### src/rtl/add_stream_pkg.sv
// Shared sizing for the adder streaming controller and its result buffer.
package add_stream_pkg;

    localparam int WIDTH     = 32;
    localparam int LATENCY   = 2;
    localparam int RES_DEPTH = 4;
    localparam int SUM_W     = WIDTH + 1;

    // Ceiling log2; clog2(1) == 0, so callers needing a nonzero width must guard it.
    function automatic int clog2(input int value);
        int result;
        int remain;
        result = 0;
        remain = value - 1;
        while (remain > 0) begin
            result = result + 1;
            remain = remain >> 1;
        end
        return result;
    endfunction

endpackage

### src/rtl/sync_fifo.sv
// Single-clock FIFO with combinational head output; storage clears on reset so the head reads 0.
module sync_fifo
    import add_stream_pkg::*;
#(
    parameter int DATA_W = SUM_W,
    parameter int DEPTH  = RES_DEPTH,
    localparam int PTR_W = (DEPTH > 1) ? clog2(DEPTH) : 1,
    localparam int CNT_W = clog2(DEPTH + 1)
) (
    input  logic              clock,
    input  logic              reset,
    input  logic              push_i,
    input  logic [DATA_W-1:0] data_i,
    input  logic              pop_i,
    output logic [DATA_W-1:0] data_o,
    output logic              full_o,
    output logic              empty_o,
    output logic [CNT_W-1:0]  count_o
);

    logic [DATA_W-1:0] mem_q [DEPTH];
    logic [PTR_W-1:0]  wrPtr_q;
    logic [PTR_W-1:0]  rdPtr_q;
    logic [CNT_W-1:0]  count_q;
    logic [CNT_W-1:0]  count_d;
    logic              doPush;
    logic              doPop;

    function automatic logic [PTR_W-1:0] nextPtr(input logic [PTR_W-1:0] ptr);
        return (ptr == PTR_W'(DEPTH - 1)) ? '0 : ptr + PTR_W'(1);
    endfunction

    assign full_o  = (count_q == CNT_W'(DEPTH));
    assign empty_o = (count_q == '0);
    assign count_o = count_q;
    assign data_o  = mem_q[rdPtr_q];

    // A push into a full FIFO is only legal when the head leaves in the same cycle.
    assign doPop  = pop_i && !empty_o;
    assign doPush = push_i && (!full_o || doPop);

    always_comb begin
        count_d = count_q;
        case ({doPush, doPop})
            2'b10:   count_d = count_q + CNT_W'(1);
            2'b01:   count_d = count_q - CNT_W'(1);
            default: count_d = count_q;
        endcase
    end

    always_ff @(posedge clock) begin
        if (!reset) begin
            for (int i = 0; i < DEPTH; i++) begin
                mem_q[i] <= '0;
            end
            wrPtr_q <= '0;
            rdPtr_q <= '0;
            count_q <= '0;
        end else begin
            if (doPush) begin
                mem_q[wrPtr_q] <= data_i;
                wrPtr_q        <= nextPtr(wrPtr_q);
            end
            if (doPop) begin
                rdPtr_q <= nextPtr(rdPtr_q);
            end
            count_q <= count_d;
        end
    end

endmodule

### src/rtl/add_stream_ctrl.sv
// Valid/ready front and back end for the fixed-latency registered adder.
// Credits cover pipe plus buffer, so a result arriving from the adder always has a slot.
module add_stream_ctrl
    import add_stream_pkg::*;
#(
    parameter int WIDTH     = add_stream_pkg::WIDTH,
    parameter int LATENCY   = add_stream_pkg::LATENCY,
    parameter int RES_DEPTH = add_stream_pkg::RES_DEPTH
) (
    input  logic             clock,
    input  logic             reset,
    input  logic             s_valid,
    output logic             s_ready,
    input  logic [WIDTH-1:0] s_a,
    input  logic [WIDTH-1:0] s_b,
    output logic [WIDTH-1:0] add_a,
    output logic [WIDTH-1:0] add_b,
    input  logic [WIDTH:0]   add_sum,
    output logic             m_valid,
    input  logic             m_ready,
    output logic [WIDTH:0]   m_sum,
    output logic             busy
);

    localparam int OCC_W = clog2(RES_DEPTH + 1);
    localparam int CNT_W = clog2(RES_DEPTH + 1);

    logic [LATENCY-1:0] validPipe_q;
    logic [LATENCY-1:0] validPipe_d;
    logic [OCC_W-1:0]   occ_q;
    logic [OCC_W-1:0]   occ_d;
    logic               fire;
    logic               pop;
    logic               cap;
    logic               fifoFull;
    logic               fifoEmpty;
    logic [CNT_W-1:0]   fifoCount;

    // s_ready depends only on registered occupancy and reset, never on m_ready.
    assign s_ready = reset && (occ_q < OCC_W'(RES_DEPTH));
    assign fire    = s_valid && s_ready;
    assign add_a   = fire ? s_a : '0;
    assign add_b   = fire ? s_b : '0;

    assign m_valid = reset && !fifoEmpty;
    assign pop     = m_valid && m_ready;
    assign busy    = reset && ((occ_q != '0) || (fifoCount != '0));
    assign cap     = validPipe_q[LATENCY-1];

    always_comb begin
        validPipe_d    = validPipe_q << 1;
        validPipe_d[0] = fire;
    end

    always_comb begin
        occ_d = occ_q;
        case ({fire, pop})
            2'b10:   occ_d = occ_q + OCC_W'(1);
            2'b01:   occ_d = occ_q - OCC_W'(1);
            default: occ_d = occ_q;
        endcase
    end

    always_ff @(posedge clock) begin
        if (!reset) begin
            validPipe_q <= '0;
            occ_q       <= '0;
        end else begin
            validPipe_q <= validPipe_d;
            occ_q       <= occ_d;
        end
    end

    sync_fifo #(
        .DATA_W (WIDTH + 1),
        .DEPTH  (RES_DEPTH)
    ) resultFifo (
        .clock   (clock),
        .reset   (reset),
        .push_i  (cap && (!fifoFull || pop)),
        .data_i  (add_sum),
        .pop_i   (pop),
        .data_o  (m_sum),
        .full_o  (fifoFull),
        .empty_o (fifoEmpty),
        .count_o (fifoCount)
    );

endmodule

### config.mk
export PLATFORM = sky130hd
export DESIGN_NAME = add_stream_ctrl
export DESIGN_NICKNAME = d
export VERILOG_FILES = /design/src/rtl/add_stream_pkg.sv /design/src/rtl/sync_fifo.sv /design/src/rtl/add_stream_ctrl.sv
export SDC_FILE = /design/constraint.sdc
export NUM_CORES = 1
export LEC_CHECK = 0
export ABC_AREA = 1
export BUFFER_PORTS_ARGS = -buffer_cell sky130_fd_sc_hd__buf_2
export CAP_MARGIN = 20
export CORE_MARGIN = 2
export CORE_UTILIZATION = 40
export CTS_CLUSTER_SIZE = 14
export DETAILED_ROUTE_END_ITERATION = 7
export PLACE_DENSITY = 0.64
export SLEW_MARGIN = 20
export SYNTH_ARGS = -nofsm -noshare
export SYNTH_HDL_FRONTEND = slang
export SYNTH_HIERARCHICAL = 1
export SYNTH_SLANG_ARGS = --single-unit
export TNS_END_PERCENT = 10
### constraint.sdc
create_clock -name clock -period 4.14 [get_ports clock]
set_input_delay 0.207 -clock clock [delete_from_list [all_inputs] [get_ports clock]]
set_output_delay 0.207 -clock clock [all_outputs]
set_load 0.01 [all_outputs]
=== Word-level counts from Yosys, hierarchy flattened ===
Memory sizes are Yosys's and may differ from the RTL's. A register that Yosys moved wholly into a read port is not among the register bits.
Index checks and enable logic that the tools add are counted.

* Add/sub/neg operators: 6
* $mul: 0
* Divide/modulo/power cells: 0
* $lt $le $gt $ge: 1
* Eq/ne operators: 7
* Shift-type cells: 0
* Mux-type cells: 15
* Bitwise operators: 0
* Reduce and logical (&&, ||, !) cells: 19

{| class="wikitable"
|+ Operators with widths
! kind !! number
|-
| two-way mux 32 bit || 2
|-
| two-way mux 33 bit || 1
|-
| OR reduction 33 bit || 1
|-
| case mux 3 bit (2 select lines) || 2
|-
| two-way mux 2 bit || 5
|-
| equality test 2 bit, second input constant || 4
|-
| logical AND 1 bit || 8
|-
| adder 3 x 1 -> 3 bit, second input constant || 2
|-
| nonzero test 3 bit || 2
|-
| subtractor 3 x 1 -> 3 bit, second input constant || 2
|-
| two-way mux 1 bit || 5
|-
| adder 2 x 1 -> 2 bit, second input constant || 2
|-
| equality test 2 x 1 -> 1 bit, second input constant || 2
|-
| nonzero test 2 bit || 2
|-
| equality test 3 bit, second input constant || 1
|-
| logical NOT 3 bit || 1
|-
| logical OR 1 bit || 3
|-
| less-than comparator 3 bit, second input constant || 1
|-
| logical NOT 1 bit || 2
|}

* Flip-flop bits (word level): 12
* Bits in latches: 0
* RAM bits: 132
* Memory bits (read-only): 0
* Word-level logic and storage cells: 54
* Memories: 1

{| class="wikitable"
|+ Memories
! name !! words !! width !! rd ports !! clocked after memory_dff !! wr ports !! line !! text
|-
| resultFifo.mem_q || 4 || 33 || 1 || 1 || 4 || sync_fifo.sv:21 || <nowiki>logic [DATA_W-1:0] mem_q [DEPTH];</nowiki>
|}

=== Longest topological paths before layout ===
* Word-level depth: 12
* Depth in mapped cells: 15
* Mapped depth without buffers: 15

=== Cells and area by module ===
The synthesis kept the hierarchy.

{| class="wikitable"
|+ By module, submodules not included
! module !! instances !! cells an instance !! area an instance (µm²)
|-
| sync_fifo || 1 || 569 || 6222.2
|-
| add_stream_ctrl || 1 || 174 || 1136.1
|}

=== Least setup slack after synthesis ===
No wires, ideal clock.

* Kind: register to register
* Start point: register resultFifo.count_q[2], in the netlist resultFifo/count_o[2]
* End point: memory resultFifo/mem_q[0][0] in the netlist's numbering, enable pin
* Data arrival time: 4.088 ns
* Required time: 3.671 ns
* Setup slack: -0.417 ns
* Cell stages (with the launch flop): 12
* Buffers on the path: 1
* Clock period less this slack: 4.557 ns
* Cells stage by stage: dfxtp_1 > inv_1 > nand2_1 > inv_1 > nor2_1 > nand2_1 > a21boi_0 > nand2_2 > nor2_4 > nand2_4 > buf_6 > o21ai_0

{| class="wikitable"
|+ RTL lines
! what !! line !! text
|-
| from (decl) || sync_fifo.sv:24 || <nowiki>logic [CNT_W-1:0] count_q;</nowiki>
|-
| from (signal assigned) || sync_fifo.sv:67 || <nowiki>count_q <= count_d;</nowiki>
|-
| to (decl) || sync_fifo.sv:21 ||
|}

==> load_flow_metrics.sql <==
INSERT INTO impl_metrics (metric_group, metric, value, unit) VALUES
('grt', 'vias_in_the_first_global_route', '5591', ''),
('setup_path', 'worstPathRequired', '4.19', 'ns'),
('grt', 'grt_pass1_wl', '29.24', 'mm'),
('clocking', 'numCtsBuffers', '17', ''),
('synthesis', 'sequential_to_total_area_share_from_yosys_stat', '57.68', '%'),
('clocking', 'cts_tree', 'done', ''),
('power', 'max-vdd-ir-drop', '0.2704', 'mV'),
('outcome', 'status', 'finished clean', ''),
('clocking', 'cts.htree.levels', '4', ''),
('synthesis', 'synth.ff_latch_count', '146', ''),
('drt', 'wl_per_cell', '15.88', 'um'),
('sta', 'max_slew_margin', '42.02', '%'),
('synthesis', 'synth.cell_area', '7358', 'um^2'),
('cells_and_area', 'final_layout_size_suffix_gt1_share', '32.12', '%'),
('drt', 'drcViolationCount', '0', ''),
('drt', 'drt_pre_antenna_iters', '5', ''),
('clocking', 'cts.root.buffer_cell', 'sky130_fd_sc_hd__clkbuf_16', ''),
('clocking', 'clk-insertion-delay-late', '0.42', 'ns'),
('cells_and_area', 'diode_insertion_count_for_antenna_repair', '0', ''),
('grt', 'grt_util_all_layers', '18.97', '%'),
('sta', 'final.setup_skew', '0.009399', 'ns'),
('synthesis', 'syn_area_per_cell', '9.904', 'um^2'),
('clocking', 'cts_resized', '0', ''),
('setup_path', 'critPathMaxStageDelay', '0.42', 'ns'),
('cells_and_area', 'finalNetCount', '1030', ''),
('setup_path', 'endpoint_kind', 'register', ''),
('clocking', 'postCtsHoldBufs', '0', ''),
('setup_path', 'cp-start-kind', 'register', ''),
('synthesis', 'synth.cells.most_frequent', 'sky130_fd_sc_hd__edfxtp_1 (132), sky130_fd_sc_hd__nor2_1 (131), sky130_fd_sc_hd__inv_1 (119), sky130_fd_sc_hd__nor3_1 (91), sky130_fd_sc_hd__o21ai_0 (75)', ''),
('sta', 'tns', '0', 'ns'),
('sta', 'final_period_minus_worst_setup_slack', '3.057', 'ns'),
('synthesis', 'synth-edff-count', '132', ''),
('sta', 'setup_viol_count_final', '0', ''),
('power', 'power.share.switching', '23.92', '%'),
('clocking', 'post_cts.repair.setup_buffers', '0', ''),
('sta', 'finalCritPeriodShare', '73.83', '%'),
('synthesis', 'synth.lib_cells_used.distinct', '26', ''),
('die', 'num_rows', '49', ''),
('synthesis', 'yosys_warnings', '6', ''),
('power', 'pwr_density_cell', '370.4', 'nW/um^2'),
('drt', 'routed_wl', '18.52', 'mm'),
('die', 'core_area', '18020', 'um^2'),
('sta', 'max_clock_freq', '327.2', 'MHz'),
('place', 'portBuffers', '200', ''),
('setup_path', 'critical_path_start_end_classification', 'reg2reg', ''),
('synthesis', 'postSynth.topFlopCell', 'sky130_fd_sc_hd__edfxtp_1', ''),
('setup_path', 'critical_path.max_fanout', '68', ''),
('power', 'internal-power', '2550', 'uW'),
('die', 'floorplan.die_area', '19500', 'um^2'),
('power', 'leakagePower', '0.004084', 'uW'),
('drt', 'ant_nets', '0', ''),
('drt', 'vias', '5739', ''),
('power', 'p_seq_share', '50.3', '%'),
('power', 'share_clk_of_total_power', '38.8', '%'),
('cells_and_area', 'syn2layout_area_growth', '23.01', '%'),
('setup_path', 'cell_by_cell_trace_of_the_critical_path', 'nor2_1, nand2_1, inv_1, nor2_1, nand2_1, a21boi_0, nand2_2, nor2_4, nand2_4, buf_4, o21ai_4, buf_4', ''),
('cells_and_area', 'register_area', '4247', 'um^2'),
('grt', 'overflow', '0', ''),
('power', 'switchingPower', '802.1', 'uW'),
('sta', 'hold_ws', '0.1462', 'ns'),
('place', 'place_congestion', '0.7402', ''),
('drt', 'detail_route.iter0.violations', '452', ''),
('power', 'combPwrFrac', '11.0', '%'),
('grt', 'grt_antenna_before_repair', '0', ''),
('cells_and_area', 'final.fill_count', '1687', ''),
('drt', 'viasPerCell', '4.922', ''),
('synthesis', 'synthDominantAreaCellType', 'sky130_fd_sc_hd__edfxtp_1', ''),
('synthesis', 'post-synth-top-area-fraction', '53.87', '%'),
('run', 'timing.max_cap.violations', '0', ''),
('sta', 'final_max_slew_viol_count', '0', ''),
('die', 'ios', '201', '');
==> layer usage <==
| layer | wire length (um) | GRT usage [%] | vias to the layer above | share of wire (%) |
|---|---|---|---|---|
| met5 | 0 | 0 | - | 0 |
| met4 | 172 | 5.684 | 0 | 0.93 |
| met3 | 1079 | 4.439 | 17 | 5.8 |
| met2 | 8898 | 30.08 | 166 | 48 |
| met1 | 8364 | 26.12 | 2709 | 45 |
| li1 | - | - | 2847 | - |
==> placed cells by master, fill, tap and decap left out <==
master,n
sky130_fd_sc_hd__nand4_1,2
sky130_fd_sc_hd__nor2_1,131
sky130_fd_sc_hd__dfxtp_2,2
sky130_fd_sc_hd__clkbuf_16,17
sky130_fd_sc_hd__dfxtp_1,12
sky130_fd_sc_hd__nor3_2,10
sky130_fd_sc_hd__nand3_1,5
sky130_fd_sc_hd__ha_1,3
sky130_fd_sc_hd__o22ai_1,34
sky130_fd_sc_hd__a21boi_0,2
sky130_fd_sc_hd__buf_16,2
sky130_fd_sc_hd__nor3_1,91
sky130_fd_sc_hd__nor2_4,42
sky130_fd_sc_hd__o21ai_4,3
sky130_fd_sc_hd__inv_2,4
sky130_fd_sc_hd__inv_1,118
sky130_fd_sc_hd__a21oi_1,4
sky130_fd_sc_hd__nand2_1,16
sky130_fd_sc_hd__buf_2,200
sky130_fd_sc_hd__o21ai_0,72
sky130_fd_sc_hd__clkinv_2,2
sky130_fd_sc_hd__o211a_1,1
sky130_fd_sc_hd__nand2_4,2
sky130_fd_sc_hd__buf_4,11
sky130_fd_sc_hd__o31ai_4,1
sky130_fd_sc_hd__nand2_2,2
sky130_fd_sc_hd__clkinv_1,3
sky130_fd_sc_hd__clkinvlp_4,2
sky130_fd_sc_hd__nand3b_2,1
sky130_fd_sc_hd__fa_1,2
sky130_fd_sc_hd__clkbuf_1,8
sky130_fd_sc_hd__edfxtp_1,132
==> power groups by stage <==
stage	sequential, uW	combinational, uW	clock, uW
3_5_place_dp	1720	369	0
4_1_cts	1690	370	1330
3_3_place_gp	1710	364	0
6_report	1690	368	1300
5_1_grt	1690	406	1390
2_1_floorplan	1710	219	0
==> sequential cells by signal (all words and copies together), names as in the netlist, named ones only <==
name / flops
resultFifo/rdPtr_q: 2
resultFifo/wrPtr_q: 2
occ_q: 3
resultFifo/count_o: 3
resultFifo/mem_q: 132
validPipe_q: 2
==> area by class of cell <==
class / count / share of cell area (%)
clock inverter: 7 / 0.4009
inverter: 122 / 5.059
multi-input combinational: 424 / 26.85
clock buffer: 25 / 5.032
timing repair buffer: 213 / 12.58
sequential: 146 / 46.92
tap: 229 / 3.166
==> critical path: cells and delay by family, from the launching register on <==
family                 cells  cell delay [ns]
buffers and inverters      3             0.84
DFF                        1             0.37
and+or+nand+nor            7             0.86
AOI/OAI and AO/OA          2             0.61
==> worst paths after layout <==
check | from | endpoint | slack [ns] | depth (start not counted)
setup / recovery | resultFifo/count_o[0]$_SDFFE_PN0P_ | resultFifo/mem_q[2][2]$_SDFFCE_PN0P_ | 1.08 | 12
hold / removal | add_sum[23] | resultFifo/mem_q[3][23]$_DFFE_PP_ | 0.15 | 3
setup reg to reg | resultFifo/count_o[0]$_SDFFE_PN0P_ | resultFifo/mem_q[2][2]$_SDFFCE_PN0P_ | 1.08 | 12
hold reg to reg | validPipe_q[0]$_SDFF_PN0_ | validPipe_q[1]$_SDFF_PN0_ | 0.42 | 2
==> cell families after synthesis <==
kind of cell,count (synthesis),share of synthesized area (%)
and+or+nand+nor,302,22.55
AOI/OAI and AO/OA,117,8.706
DFF,146,57.68
adders and majority gates,5,1.054
buffers and inverters,173,10.02
==> stage by stage <==
step           std cells  cell area (um^2)  total power (uW)  setup WS (ns)  util [%]
2_1_floorplan        743              7358              1934        -0.4172         -
3_3_place_gp        1132              8504              2078          1.058     47.18
3_5_place_dp        1132              8504              2084          1.015     47.18
4_1_cts             1164              8996              3385          1.037     49.91
5_1_grt             1166              9051              3485         0.7351     50.22
6_report            1166              9051              3353          1.083     50.22
No activity file was read; power rests on OpenSTA's default activity.
